File: config.mk
export PLATFORM = sky130hd
export DESIGN_NAME = pkt_buf_writer_flat
export DESIGN_NICKNAME = d
export VERILOG_FILES = /design/src/rtl/pkt_buf_writer_if.sv /design/src/rtl/pkt_buf_writer.sv /design/src/flat_wrapper.sv
export SDC_FILE = /design/constraint.sdc
export NUM_CORES = 1
export LEC_CHECK = 0
export BUFFER_PORTS_ARGS = -buffer_cell sky130_fd_sc_hd__buf_2
export CAP_MARGIN = 20
export CELL_PAD_IN_SITES_DETAIL_PLACEMENT = 1
export CELL_PAD_IN_SITES_GLOBAL_PLACEMENT = 2
export CORE_UTILIZATION = 33
export CTS_BUF_LIST = sky130_fd_sc_hd__clkbuf_16
export CTS_CLUSTER_DIAMETER = 40
export CTS_CLUSTER_SIZE = 24
export DETAILED_ROUTE_END_ITERATION = 10
export GPL_TIMING_DRIVEN = 0
export PLACE_DENSITY = 0.78
export SLEW_MARGIN = 10
export SYNTH_ARGS = -nofsm -noshare
export SYNTH_HDL_FRONTEND = slang
export SYNTH_SLANG_ARGS = --single-unit
File: constraint.sdc
create_clock -name clk -period 2.3 [get_ports clk]
set_input_delay 0.115 -clock clk [delete_from_list [all_inputs] [get_ports clk]]
set_output_delay 0.115 -clock clk [all_outputs]
set_load 0.01 [all_outputs]
File: src/rtl/pkt_buf_writer_if.sv
// Bus bundle between the byte source, the packet RAM write port and the packet reader.
interface pkt_buf_writer_if #(
  parameter int ADDR_W = 10
);
  logic              in_valid;
  logic [7:0]        in_data;
  logic [ADDR_W-1:0] ram_addr;
  logic [15:0]       ram_data;
  logic              ram_we;
  logic [1:0]        pkt_ready;
  logic [1:0]        pkt_done;
  logic [15:0]       overflow_cnt;
  logic [15:0]       seq;

  // Writer side: consumes bytes and release pulses, drives RAM and status.
  modport master (
    input  in_valid, in_data, pkt_done,
    output ram_addr, ram_data, ram_we, pkt_ready, overflow_cnt, seq
  );

  // Environment side: byte source plus packet reader.
  modport slave (
    output in_valid, in_data, pkt_done,
    input  ram_addr, ram_data, ram_we, pkt_ready, overflow_cnt, seq
  );
endinterface

File: src/rtl/pkt_buf_writer.sv
// Packs a byte stream into 16-bit words and writes ping-pong packets into RAM.
//
// state  | meaning
// S_WAIT | no packet open; next byte opens a packet if the current half is free
// S_FILL | packet open in the current half; collecting payload bytes
module pkt_buf_writer #(
  parameter int ADDR_W    = 10,
  parameter int PKT_WORDS = 512
) (
  input  logic          clk,
  input  logic          reset,
  pkt_buf_writer_if.master bus
);

  typedef enum logic {S_WAIT, S_FILL} state_t;

  // Index of the last payload word (word 0 is the header, so payload ends at PKT_WORDS-1).
  localparam logic [ADDR_W-2:0] LAST_IDX = (ADDR_W-1)'(PKT_WORDS - 2);
  localparam logic [ADDR_W-2:0] ONE_IDX  = (ADDR_W-1)'(1);

  state_t            state_q, state_d;
  logic              half_q, half_d;
  logic [ADDR_W-2:0] widx_q, widx_d;
  logic              odd_q, odd_d;
  logic [7:0]        lo_q, lo_d;
  logic [ADDR_W-1:0] addr_q, addr_d;
  logic [15:0]       data_q, data_d;
  logic              we_q, we_d;
  logic [1:0]        rdy_q, rdy_d;
  logic [15:0]       ovf_q, ovf_d;
  logic [15:0]       seq_q, seq_d;
  logic [1:0]        commit;
  logic [ADDR_W-2:0] widx_p1;

  // Payload word k lives at offset k+1 inside the half; the offset never spills into the half bit.
  assign widx_p1 = widx_q + ONE_IDX;

  // Next-state and next-output decode for the packet FSM.
  always_comb begin
    state_d = state_q;
    half_d  = half_q;
    widx_d  = widx_q;
    odd_d   = odd_q;
    lo_d    = lo_q;
    addr_d  = addr_q;
    data_d  = data_q;
    we_d    = 1'b0;
    ovf_d   = ovf_q;
    seq_d   = seq_q;
    commit  = 2'b00;
    case (state_q)
      S_WAIT: begin
        if (bus.in_valid) begin
          if (rdy_q[half_q]) begin
            if (ovf_q != 16'hFFFF) ovf_d = ovf_q + 16'd1;
          end else begin
            // First byte of a packet: use its cycle to write the header word.
            we_d    = 1'b1;
            addr_d  = {half_q, {(ADDR_W-1){1'b0}}};
            data_d  = seq_q;
            lo_d    = bus.in_data;
            odd_d   = 1'b1;
            widx_d  = '0;
            state_d = S_FILL;
          end
        end
      end
      S_FILL: begin
        if (bus.in_valid) begin
          if (!odd_q) begin
            lo_d  = bus.in_data;
            odd_d = 1'b1;
          end else begin
            we_d   = 1'b1;
            addr_d = {half_q, widx_p1};
            data_d = {bus.in_data, lo_q};
            odd_d  = 1'b0;
            if (widx_q == LAST_IDX) begin
              commit  = half_q ? 2'b10 : 2'b01;
              seq_d   = seq_q + 16'd1;
              half_d  = ~half_q;
              state_d = S_WAIT;
            end else begin
              widx_d = widx_p1;
            end
          end
        end
      end
      default: state_d = S_WAIT;
    endcase
    // A release and a commit of the other half can coincide; both take effect.
    rdy_d = (rdy_q & ~bus.pkt_done) | commit;
  end

  // FSM state register.
  always_ff @(posedge clk) begin
    if (reset) state_q <= S_WAIT;
    else       state_q <= state_d;
  end

  // Datapath and registered outputs; reset discards any partial packet.
  always_ff @(posedge clk) begin
    if (reset) begin
      half_q <= 1'b0;
      widx_q <= '0;
      odd_q  <= 1'b0;
      lo_q   <= 8'h00;
      addr_q <= '0;
      data_q <= 16'h0000;
      we_q   <= 1'b0;
      rdy_q  <= 2'b00;
      ovf_q  <= 16'h0000;
      seq_q  <= 16'h0000;
    end else begin
      half_q <= half_d;
      widx_q <= widx_d;
      odd_q  <= odd_d;
      lo_q   <= lo_d;
      addr_q <= addr_d;
      data_q <= data_d;
      we_q   <= we_d;
      rdy_q  <= rdy_d;
      ovf_q  <= ovf_d;
      seq_q  <= seq_d;
    end
  end

  assign bus.ram_addr     = addr_q;
  assign bus.ram_data     = data_q;
  assign bus.ram_we       = we_q;
  assign bus.pkt_ready    = rdy_q;
  assign bus.overflow_cnt = ovf_q;
  assign bus.seq          = seq_q;

endmodule

File: src/flat_wrapper.sv
// flat-port wrapper written by rule: the top's interface ports become plain ports
module pkt_buf_writer_flat 
#(
  parameter int ADDR_W    = 10,
  parameter int PKT_WORDS = 512
)
  (clk, reset, bus_in_valid, bus_in_data, bus_pkt_done, bus_ram_addr, bus_ram_data, bus_ram_we, bus_pkt_ready, bus_overflow_cnt, bus_seq);
  pkt_buf_writer_if #(.ADDR_W(ADDR_W)) bus_i ();
  input  logic clk;
  input  logic reset;
  input wire logic [$bits(bus_i.in_valid)-1:0] bus_in_valid;
  input wire logic [$bits(bus_i.in_data)-1:0] bus_in_data;
  input wire logic [$bits(bus_i.pkt_done)-1:0] bus_pkt_done;
  output wire logic [$bits(bus_i.ram_addr)-1:0] bus_ram_addr;
  output wire logic [$bits(bus_i.ram_data)-1:0] bus_ram_data;
  output wire logic [$bits(bus_i.ram_we)-1:0] bus_ram_we;
  output wire logic [$bits(bus_i.pkt_ready)-1:0] bus_pkt_ready;
  output wire logic [$bits(bus_i.overflow_cnt)-1:0] bus_overflow_cnt;
  output wire logic [$bits(bus_i.seq)-1:0] bus_seq;
  assign bus_i.in_valid = bus_in_valid;
  assign bus_i.in_data = bus_in_data;
  assign bus_i.pkt_done = bus_pkt_done;
  assign bus_ram_addr = bus_i.ram_addr;
  assign bus_ram_data = bus_i.ram_data;
  assign bus_ram_we = bus_i.ram_we;
  assign bus_pkt_ready = bus_i.pkt_ready;
  assign bus_overflow_cnt = bus_i.overflow_cnt;
  assign bus_seq = bus_i.seq;
  pkt_buf_writer #(.ADDR_W(ADDR_W), .PKT_WORDS(PKT_WORDS)) u_core (.clk(clk), .reset(reset), .bus(bus_i));
endmodule
# After elaboration in Yosys (flattened, before gate mapping)
# Index checks and enable logic that the tools add are counted.
classes:
  n_bitwise: 5
  reduce_logical: 6
  add_sub_neg: 3
  n_eq_ne: 8
  n_lt_le_gt_ge: 1
  n_mux: 42
ops:
  columns: ["op", "count"]
  rows:
  - ["16-bit two-way mux", 4]
  - ["9-bit two-way mux", 5]
  - ["10-bit two-way mux", 4]
  - ["16-bit by 1-bit adder with 16-bit output, second input constant", 2]
  - ["8-bit two-way mux", 4]
  - ["16-bit case mux with 2 select lines", 1]
  - ["10-bit case mux with 2 select lines", 1]
  - ["9-bit case mux with 2 select lines", 1]
  - ["16-bit != test, second input constant", 1]
  - ["8-bit case mux with 2 select lines", 1]
  - ["4-bit AND reduction", 4]
  - ["1-bit two-way mux", 13]
  - ["2-bit != test, second input constant", 6]
  - ["2-bit two-way mux", 5]
  - ["9-bit by 1-bit adder with 9-bit output, second input constant", 1]
  - ["9-bit equality test, second input constant", 1]
  - ["1-bit case mux with 2 select lines", 3]
  - ["5-bit AND reduction", 1]
  - ["3-bit AND reduction", 1]
  - ["2-bit AND", 1]
  - ["1-bit by 2-bit < comparator with 1-bit output, second input constant", 1]
  - ["1-bit NOT", 2]
  - ["2-bit NOT", 1]
  - ["2-bit OR", 1]
word_totals:
  output_inout_bits: 61
  reg_bits: 81
  input_bits: 13
  word_cells: 76

# Logic depth before layout (Yosys ltp)
# Gate-level depths: netlist (run 1).
depth:
  word_depth: 6
  depth_mapped: 8
  depth_no_buf: 7

# Least setup slack after synthesis (run 1)
# Ideal clock, no wire load.
synth_timing:
  path_type: "register to register"
  from: "register u_core.widx_q[0]"
  to: "register u_core.seq_q[13] (netlist: u_core.bus.seq[13])"
  setup_slack_ns: 0.536
  stages_incl_launch_ff: 9
  path_buffers: 1
  arrival_ns: 1.636
  required_ns: 2.172
  setup_time_ns: 0.128
  synth_period_minus_slack_ns: 1.764
  path_cell_list: "dfxtp_1 > inv_1 > ha_1 > nand3_1 > or3_1 > buf_2 > nor4b_2 > xnor2_1 > nor2_1"
synth_via:
  elab_chain_cells: 2
synth_rtl:
  columns: ["element", "line_no", "source"]
  rows:
  - ["from (decl)", "pkt_buf_writer.sv:23", "logic [ADDR_W-2:0] widx_q, widx_d;"]
  - ["from (signal assigned)", "pkt_buf_writer.sv:116", "widx_q <= widx_d;"]
  - ["9-bit equality test", "pkt_buf_writer.sv:78", "if (widx_q == LAST_IDX) begin"]
  - ["4-bit AND reduction (no source line)", null, null]
  - ["to (signal assigned)", "pkt_buf_writer.sv:124", "seq_q <= seq_d;"]
  - ["to (decl)", "pkt_buf_writer.sv:31", "logic [15:0] seq_q, seq_d;"]
# No other way between the ends.
# A chain may end at the register's enable or synchronous reset.

# Worst setup path in the final report (run 1)
layout_timing:
  from: "register u_core.widx_q[0]"
  to: "register u_core.seq_q[7] (netlist: u_core.bus.seq[7])"
# The elaborated chain is that of the path after synthesis.

==> results of run 1 <==
layer usage:
layer / GRT usage (%) / routed length (um)
met5: 0 / 0
met4: 8.71 / 188
met3: 2.92 / 371
met2: 30.0 / 4720
met1: 25.5 / 5040
final cells by class:
class	count	area share, %
Tap cell	136	3.84
Timing Repair Buffer	72	8.14
Multi-Input combinational cell	294	42.8
Sequential cell	81	36.6
Inverter	6	0.509
Clock buffer	9	5.09
Clock inverter	5	0.565
Buffer	24	2.49
logic make-up (layout without fill, tap and decap cells):
family	Yosys count	after routing	share of synthesized area, %
AOI/OAI and AO/OA	62	62	10.8
xor gates and xnor gates	33	33	7.94
adders and majority gates	4	4	1.37
buffers and inverters	30	116	3.64
DFF	81	81	44.5
muxes	33	33	9.21
and+or+nand+nor	162	162	22.5
through the flow:
stage | setup WS, ns | instances | total power, mW | instance area, um^2 | hold slack [ns]
2_1_floorplan | 0.536 | 405 | 1.63 | 3640 | 0.259
4_1_cts | 0.0745 | 627 | 2.99 | 4420 | 0.0293
3_3_place_gp | 0.114 | 613 | 1.71 | 4170 | 0.367
5_1_grt | 0.0600 | 627 | 3.06 | 4430 | 0.0498
6_report | 0.200 | 627 | 2.94 | 4430 | 0.0378
3_5_place_dp | 0.0988 | 613 | 1.71 | 4170 | 0.383
registers in the layout, indices dropped and copies added, names as in the netlist:
| register | count |
|---|---|
| u_core.lo_q | 8 |
| u_core.widx_q | 9 |
| u_core.odd_q | 1 |
| u_core.bus.overflow_cnt | 16 |
| u_core.half_q | 1 |
| u_core.bus.pkt_ready | 2 |
| u_core.bus.seq | 16 |
| u_core.bus.ram_we | 1 |
| u_core.bus.ram_data | 16 |
| u_core.state_q | 1 |
| u_core.bus.ram_addr | 10 |
cells in the mapped netlist, drive strengths merged, types with 4 or more instances:
master  number
dfxtp       81
nor2        73
mux2i       32
nand2       22
xor2        22
a21oi       19
a211oi      18
clkbuf      14
nand3       14
nand4       12
o21ai       12
xnor2       11
buf         10
nor3         8
and4         7
and3         6
inv          6
or3          6
ha           4
nand2b       4
placed cells by master, fill, tap and decap left out, types with 9 or more instances in the layout:
| cell | netlist | routed |
|---|---|---|
| nand3_1 | 12 | 12 |
| xnor2_1 | 11 | 11 |
| a21oi_1 | 19 | 19 |
| clkbuf_16 | 0 | 9 |
| buf_2 | 7 | 79 |
| dfxtp_1 | 81 | 81 |
| o21ai_0 | 11 | 11 |
| xor2_1 | 22 | 22 |
| nand2_1 | 22 | 22 |
| nor2_1 | 73 | 73 |
| clkbuf_1 | 14 | 14 |
| nand4_1 | 12 | 12 |
| mux2i_1 | 31 | 31 |
| a211oi_1 | 18 | 18 |
how the worst max path moves through the flow:
stage                      from            endpoint  slack, ns  cells past startpoint
4_1_cts        u_core.widx_q[0]  u_core.bus.seq[10]       0.07                      8
3_5_place_dp   u_core.widx_q[0]  u_core.bus.seq[14]        0.1                      8
6_report       u_core.widx_q[0]   u_core.bus.seq[7]       0.20                      8
5_1_grt        u_core.widx_q[0]   u_core.bus.seq[7]       0.06                      8
3_3_place_gp   u_core.widx_q[0]  u_core.bus.seq[14]       0.11                      8
2_1_floorplan  u_core.widx_q[0]  u_core.bus.seq[13]       0.54                      8
power by group through the flow:
stage | clock [mW] | sequential, mW | combinational (mW)
global route | 1.35 | 1.46 | 0.246
floorplan | 0 | 1.50 | 0.130
CTS | 1.30 | 1.46 | 0.225
finish | 1.26 | 1.46 | 0.222
detailed placement | 0 | 1.49 | 0.225
global placement | 0 | 1.49 | 0.223
critical path, stage by stage (launching register included):
cell and delay (ns):
dfxtp_1 0.35, inv_1 0.13, ha_1 0.18, nand3_1 0.16, or3_1 0.40, buf_2 0.19, nor3_1 0.33, xnor2_1 0.17
nor2_1 0.05
==> impl_metrics.json, run 1 <==
{
  "grt_util_all_layers_pct": 19.0,
  "min_from": "bus_in_data[6]",
  "synth_top_area_cell": "dfxtp_1",
  "max-clock-path-buffers": 2,
  "synth_fp_nets": 422,
  "slew_violations": 0,
  "synth_flop_cell": "dfxtp_1",
  "maxCapViolCount": 0,
  "skew_ns": 0.00562,
  "p_seq_share_pct": 49.5,
  "fillers": 1262,
  "final.period_utilization_pct": 91.3,
  "detail_route.first_pass.iterations": 4,
  "cts.clk_slew.worst_paths_ns": 0.06,
  "ff2ff_path_depth": 8,
  "arrival_ns": 2.31,
  "criticalPathCategory": "reg2reg",
  "p_switching_mw": 0.715,
  "clock_power_share_pct": 42.9,
  "numCtsBuffers": 9,
  "peakVddDrop_uv": 261,
  "tightest_slew_ns": 0.653,
  "min_path_cells": 3,
  "grt_pass1_vias": 3156,
  "postSynth.asyncResetShare_pct": 0,
  "finalSetupViolations": 0,
  "worst-r2r-setup-slack_ns": 0.20,
  "clkSinkCount": 81,
  "initial_core_util_pct": 34.7,
  "status": "finished clean",
  "p_int_mw": 2.23,
  "synth_top_area_share_pct": 44.5,
  "portBuffers": 72,
  "chipWidth_um": 107,
  "fmax_mhz": 476,
  "postCtsSetupBuffers": 0,
  "hold_path_end": "u_core.lo_q[6]",
  "drive_gt1_share_pct": 21.2,
  "synthCells": 405,
  "n_antenna_cell": 0,
  "synth.distinct_cells": 43,
  "reg2reg_to": "u_core.bus.seq[7]",
  "power_density_nw_per_um2": 664,
  "fin_setup_tns_ns": 0,
  "core_um2": 10500,
  "io_pins": 74,
  "endpoint_kind": "flop",
  "worstSetupStartpointType": "flop",
  "worstPathMaxFanout": 8,
  "leakagePower_nw": 1.83,
  "multiInputGateArea_um2": 1890,
  "avgRoutedWirePerCell_um": 16.5,
  "ant_nets": 0,
  "yosysWarnings": 0,
  "crit_required_ns": 2.51,
  "ys_ff_latch": 81,
  "seq_area_frac_synth_pct": 44.5,
  "wl_mm": 10.3,
  "avgSynthCellArea_um2": 8.99,
  "finish.utilization_pct": 42.1,
  "drt_iter0_drc": 80,
  "r2r-start": "u_core.widx_q[0]",
  "combPwrFrac_pct": 7.5,
  "dieArea_um2": 11500,
  "grt_pass1_wl_mm": 16.5,
  "worstHoldPathType": "in2reg",
  "synth_edf_count": 0,
  "grt-ovfl-total": 0,
  "cts_tree": "done",
  "rows": 37,
  "clock-root-buffer": "clkbuf_16",
  "hold_viol": 0,
  "cts_max_level": 3,
  "clk_latency_ns": 0.34,
  "vias": 3212,
  "rsz0062_at_grt": "no",
  "via_per_inst": 5.12,
  "cts_hold_buffers": 0,
  "fin_crit_ns": 2.10,
  "syn_area_um2": 3640,
  "cts.repair.resized": 0,
  "grt_max_degree": 13,
  "relSlewSlack_pct": 56.5,
  "register_area_um2": 1620,
  "switching_share_pct": 24.3,
  "syn_to_final_growth_pct": 21.6,
  "dpl.hpwl_mm": 7.68,
  "drc": 0,
  "nNetsFinal": 505,
  "gp_congestion": 0.755,
  "antenna_found_initial": 0,
  "synth_area_leaders": "dfxtp_1 (45%), mux2i_1 (8.5%), nor2_1 (7.5%)",
  "dieHeight_um": 107
}
Note: power is estimated with default switching activity, not from simulation.
==> run 2, diff against run 1 <==
--- a/config.mk
+++ b/config.mk
@@ -8,14 +8,14 @@
 export BUFFER_PORTS_ARGS = -buffer_cell sky130_fd_sc_hd__buf_2
 export CAP_MARGIN = 20
 export CELL_PAD_IN_SITES_DETAIL_PLACEMENT = 1
-export CELL_PAD_IN_SITES_GLOBAL_PLACEMENT = 2
-export CORE_UTILIZATION = 33
+export CELL_PAD_IN_SITES_GLOBAL_PLACEMENT = 1
+export CORE_UTILIZATION = 37
 export CTS_BUF_LIST = sky130_fd_sc_hd__clkbuf_16
 export CTS_CLUSTER_DIAMETER = 40
 export CTS_CLUSTER_SIZE = 24
 export DETAILED_ROUTE_END_ITERATION = 10
 export GPL_TIMING_DRIVEN = 0
-export PLACE_DENSITY = 0.78
+export PLACE_DENSITY = 0.74
 export SLEW_MARGIN = 10
 export SYNTH_ARGS = -nofsm -noshare
 export SYNTH_HDL_FRONTEND = slang
==> constraint.sdc (replaced) <==
create_clock -name clk -period 1.9 [get_ports clk]
set_input_delay 0.095 -clock clk [delete_from_list [all_inputs] [get_ports clk]]
set_output_delay 0.095 -clock clk [all_outputs]
set_load 0.01 [all_outputs]
==> impl_metrics.json, run 2 (synthesized netlist as in run 1, its figures left out) <==
{
  "status": "finished clean",
  "leakagePower_nw": 2.02,
  "endpoint_kind": "flop",
  "via_per_inst": 5.21,
  "vias": 3294,
  "clock-root-buffer": "clkbuf_16",
  "peakVddDrop_uv": 464,
  "io_pins": 74,
  "drt_iter0_drc": 95,
  "skew_ns": 0.00529,
  "drive_gt1_share_pct": 26.2,
  "grt_pass1_wl_mm": 16.5,
  "detail_route.first_pass.iterations": 4,
  "fin_setup_tns_ns": 0,
  "critPathMaxStageDelay_ns": 0.38,
  "cts_hold_buffers": 0,
  "portBuffers": 72,
  "rows": 35,
  "r2r-start": "u_core.widx_q[0]",
  "mostFrequentLayoutCells": "dfxtp_1 (78), buf_2 (75), nor2_1 (73), mux2i_1 (31), xor2_1 (22)",
  "chipWidth_um": 101,
  "grt_util_all_layers_pct": 21.0,
  "cts.clk_slew.worst_paths_ns": 0.06,
  "reg2reg_to": "u_core.bus.seq[15]",
  "place_area_um2": 4160,
  "n_antenna_cell": 0,
  "finalSetupViolations": 0,
  "clkSinkCount": 81,
  "hold_viol": 0,
  "critPathSlowestCell": "or3_4",
  "wl_mm": 10.7,
  "syn_to_final_growth_pct": 29.2,
  "relSlewSlack_pct": 57.5,
  "cts_max_level": 3,
  "avgRoutedWirePerCell_um": 16.9,
  "nNetsFinal": 515,
  "arrival_ns": 2.01,
  "antenna_found_initial": 0,
  "ant_nets": 0,
  "grt_max_degree": 15,
  "drc": 0,
  "dieArea_um2": 10200,
  "power_density_nw_per_um2": 807,
  "endpoint": "u_core.bus.seq[15]",
  "hold_slack_ns": 0.0245,
  "fmax_mhz": 551,
  "worstPathCellList": "inv_4 -> ha_4 -> nand3_4 -> or3_4 -> buf_6 -> nor4_4 -> xnor2_1 -> nor2_1",
  "gp_congestion": 0.774,
  "fin_area_um2": 4700,
  "worstPathMaxFanout": 8,
  "cp-startpoint": "u_core.widx_q[0]",
  "core_um2": 9370,
  "ff2ff_path_depth": 8,
  "tightest_slew_ns": 0.637,
  "slew_violations": 0,
  "crit_required_ns": 2.10,
  "worst-r2r-setup-slack_ns": 0.09,
  "numCtsBuffers": 9,
  "layout_commonest_cell": "dfxtp_1",
  "worstHoldPathType": "in2reg",
  "total_power_mw": 3.80,
  "maxCapViolCount": 0,
  "dieHeight_um": 101,
  "grt-ovfl-total": 0,
  "grt_pass1_vias": 3227,
  "dpl.hpwl_mm": 7.52,
  "criticalPathCategory": "reg2reg",
  "worstSetupStartpointType": "flop",
  "cts_tree": "done",
  "fin_crit_ns": 1.81,
  "initial_core_util_pct": 38.9,
  "final.period_utilization_pct": 95.5,
  "clk_latency_ns": 0.33,
  "max-clock-path-buffers": 2
}
[run 2: cell types whose count changed in the layout (fill, tap and decap cells not counted), moves of 2 or more]
cell      change
buf_4        +12
clkbuf_1      -5
buf_2         -4
clkbuf_2      +3
dfxtp_1       -3
dfxtp_2       +3
nand3_4       +3
buf_6         +2
clkbuf_4      +2
clkinv_2      -2
nand3_2       -2
nor4_2        -2
nor4_4        +2
[run 2: layout make-up]
type                            count  area, um^2
Timing Repair Buffer               85         470
Sequential cell                    81        1630
Fill cell                        1148        4670
Multi-Input combinational cell    294        2010
Inverter                            6        25.0
Buffer                             21         120
Tap cell                          129         161
Clock buffer                        9         225
Clock inverter                      7        70.1
[run 2: how the worst min path moves through the flow]
stage	start	to	slack (ns)	cells past startpoint
2_1_floorplan	bus_in_data[0]	u_core.lo_q[0]	0.24	2
3_3_place_gp	bus_in_data[4]	u_core.lo_q[4]	0.35	3
3_5_place_dp	bus_in_data[4]	u_core.lo_q[4]	0.36	3
4_1_cts	bus_in_data[5]	u_core.lo_q[5]	0.01	3
5_1_grt	bus_in_data[5]	u_core.lo_q[5]	0.03	3
6_report	bus_in_data[4]	u_core.lo_q[4]	0.02	3
[run 2: report_power, final]
part           leakage [nW]  switching, mW  total, mW  internal, mW
clock network         0.137          0.729       1.75          1.02
logic                  1.22          0.177      0.284         0.107
registers             0.659         0.0238       1.77          1.74
total                  2.02          0.930       3.80          2.87
[run 2: repair_timing]
| action | 4_1_cts | 5_1_grt |
|---|---|---|
| gates resized for setup | 14 | 21 |
| setup buffers | 1 | 12 |
| endpoints found under the hold margin | 0 | 0 |
| pin swaps | 1 | 10 |
| endpoints found under the setup margin | 34 | 48 |
[run 2: per-stage QoR]
| step | std cells | utilization, % | setup WS [ns] |
|---|---|---|---|
| after floorplan | 405 | - | 0.136 |
| after global placement | 606 | 44.4 | -0.204 |
| after detailed placement | 606 | 44.4 | -0.204 |
| after CTS | 623 | 48.2 | 0.0000360 |
| after global routing | 632 | 50.2 | -0.00596 |
| final | 632 | 50.2 | 0.0852 |
[run 2: routing by layer]
metal | up-vias | part of all wire, % | global-route usage, %
met3 | 10 | 2.4 | 2.90
met4 | 0 | 1.1 | 6.91
met1 | 1615 | 47 | 26.9
met5 | - | 0 | 0
met2 | 56 | 50 | 36.3
li1 | 1613 | - | -
[run 2: critical path: cells and delay by family (launching register included)]
| family | cells | cell delay [ns] |
|---|---|---|
| AND/OR/NAND/NOR | 4 | 0.79 |
| flip-flops | 1 | 0.36 |
| buffers and inverters | 2 | 0.24 |
| adder cells (fa/ha/maj) | 1 | 0.15 |
| XOR/XNOR | 1 | 0.14 |
==> run 3, diff against run 2 <==
--- a/config.mk
+++ b/config.mk
@@ -9,13 +9,13 @@
 export CAP_MARGIN = 20
 export CELL_PAD_IN_SITES_DETAIL_PLACEMENT = 1
 export CELL_PAD_IN_SITES_GLOBAL_PLACEMENT = 1
-export CORE_UTILIZATION = 37
+export CORE_UTILIZATION = 35
 export CTS_BUF_LIST = sky130_fd_sc_hd__clkbuf_16
 export CTS_CLUSTER_DIAMETER = 40
 export CTS_CLUSTER_SIZE = 24
 export DETAILED_ROUTE_END_ITERATION = 10
 export GPL_TIMING_DRIVEN = 0
-export PLACE_DENSITY = 0.74
+export PLACE_DENSITY = 0.67
 export SLEW_MARGIN = 10
 export SYNTH_ARGS = -nofsm -noshare
 export SYNTH_HDL_FRONTEND = slang
==> constraint.sdc (replaced) <==
create_clock -name clk -period 2.1 [get_ports clk]
set_input_delay 0.105 -clock clk [delete_from_list [all_inputs] [get_ports clk]]
set_output_delay 0.105 -clock clk [all_outputs]
set_load 0.01 [all_outputs]
==> impl_metrics.json, run 3 (synthesized netlist as in run 1, its figures left out) <==
{
  "clkSinkCount": 81,
  "grt_max_degree": 15,
  "antenna_found_initial": 0,
  "fin_crit_ns": 1.97,
  "portBuffers": 72,
  "fmax_mhz": 507,
  "grt_util_all_layers_pct": 19.8,
  "wl_mm": 10.3,
  "initial_core_util_pct": 36.8,
  "skew_ns": 0.00587,
  "mostFrequentLayoutCells": "dfxtp_1 (80), buf_2 (78), nor2_1 (73), mux2i_1 (31)",
  "final.period_utilization_pct": 94.0,
  "relSlewSlack_pct": 50.4,
  "min_from": "bus_in_data[5]",
  "leakagePower_nw": 1.90,
  "core_um2": 9910,
  "peakVddDrop_uv": 478,
  "crit_required_ns": 2.31,
  "rows": 36,
  "tightest_slew_ns": 0.745,
  "drt_iter0_drc": 83,
  "worstPathMaxFanout": 8,
  "wl_met1_mm": 5.07,
  "chipWidth_um": 104,
  "grt_pass1_vias": 3237,
  "drive_gt1_share_pct": 22.8,
  "met3_length_um": 342,
  "clock-root-buffer": "clkbuf_16",
  "clk_latency_ns": 0.34,
  "avgRoutedWirePerCell_um": 16.5,
  "detail_route.first_pass.iterations": 4,
  "r2r-start": "u_core.widx_q[0]",
  "arrival_ns": 2.18,
  "status": "finished clean",
  "fin_setup_tns_ns": 0,
  "via_per_inst": 5.14,
  "max-clock-path-buffers": 2,
  "cp-startpoint": "u_core.widx_q[0]",
  "criticalPathCategory": "reg2reg",
  "ant_nets": 0,
  "slew_violations": 0,
  "dieArea_um2": 10800,
  "total_power_mw": 3.42,
  "drc": 0,
  "worstSetupStartpointType": "flop",
  "endpoint_kind": "flop",
  "worstHoldPathType": "in2reg",
  "cts_hold_buffers": 0,
  "layout_commonest_cell": "dfxtp_1",
  "cts_max_level": 3,
  "n_antenna_cell": 0,
  "grt_pass1_wl_mm": 16.9,
  "cts_tree": "done",
  "syn_to_final_growth_pct": 23.8,
  "nNetsFinal": 507,
  "dpl.hpwl_mm": 7.57,
  "numCtsBuffers": 9,
  "cts.clk_slew.worst_paths_ns": 0.06,
  "maxCapViolCount": 0,
  "vias": 3228,
  "dieHeight_um": 104,
  "grt-ovfl-total": 0,
  "gp_congestion": 0.770,
  "hold_viol": 0,
  "fin_cells": 628,
  "rsz0062_at_grt": "yes",
  "highest-signal-layer": "met4",
  "power_density_nw_per_um2": 758,
  "wl_met2_mm": 4.79,
  "place_inst": 610,
  "finalSetupViolations": 0,
  "io_pins": 74
}
-- run 3: cell types whose count changed in the layout (fill, tap and decap cells not counted), moves of 2 or more --
| cell | previous run | this run |
|---|---|---|
| buf_4 | 13 | 5 |
| buf_2 | 75 | 78 |
| clkbuf_1 | 9 | 12 |
| nand3_4 | 3 | 0 |
| buf_6 | 3 | 1 |
| clkbuf_2 | 3 | 1 |
| clkbuf_4 | 2 | 0 |
| clkinv_1 | 2 | 0 |
| dfxtp_1 | 78 | 80 |
| dfxtp_2 | 3 | 1 |
| nand3_2 | 0 | 2 |
-- run 3: final timing paths --
| check | end | cells past startpoint | slack [ns] |
|---|---|---|---|
| setup / recovery | u_core.bus.seq[13] | 8 | 0.13 |
| hold / removal | u_core.lo_q[5] | 3 | 0.03 |
| setup reg to reg | u_core.bus.seq[13] | 8 | 0.13 |
| hold reg to reg | u_core.bus.ram_addr[5] | 2 | 0.46 |
-- run 3: layout make-up --
type                       instances  area, um^2
fill                            1225        5400
sequential                        81        1620
tap                              133         166
clock inverter                     7        70.1
inverter                           6        22.5
timing repair buffer              75         383
clock buffer                       9         225
multi-input combinational        294        1910
buffer                            23         110
-- run 3: repair_timing --
action | in CTS | in global routing
setup endpoints to repair | 6 | 15
buffers inserted | 0 | 3
pin swaps | 0 | 2
gates resized for setup | 1 | 9
-- run 3: worst max-delay path, cell delays in order, from the launching register on --
cell	delay, ns
dfxtp_1	0.35
inv_2	0.09
ha_1	0.17
nand3_1	0.16
or3_1	0.39
buf_4	0.18
nor4b_2	0.29
xnor2_1	0.16
nor2_1	0.05
-- run 3: per-stage QoR --
| step | setup WS (ns) | utilization, % | hold slack (ns) | area (um^2) |
|---|---|---|---|---|
| finish | 0.126 | 45.5 | 0.0295 | 4510 |
| global placement | -0.0185 | 42.1 | 0.369 | 4170 |
| global route | -0.0220 | 45.5 | 0.0550 | 4510 |
| detailed placement | -0.112 | 42.1 | 0.377 | 4170 |
| floorplan | 0.336 | - | 0.249 | 3640 |
| CTS | 0.0494 | 45.1 | 0.0265 | 4470 |
-- run 3: layer usage --
layer | up-vias | global-route usage [%]
li1 | 1594 | -
met1 | 1562 | 27.4
met2 | 60 | 31.1
met3 | 12 | 3.01
met4 | 0 | 6.84
met5 | - | 0
-- run 3: power by group --
part | total, mW | switching, mW | internal, mW
clock network | 1.58 | 0.660 | 0.919
registers | 1.60 | 0.0201 | 1.58
logic | 0.244 | 0.155 | 0.0890
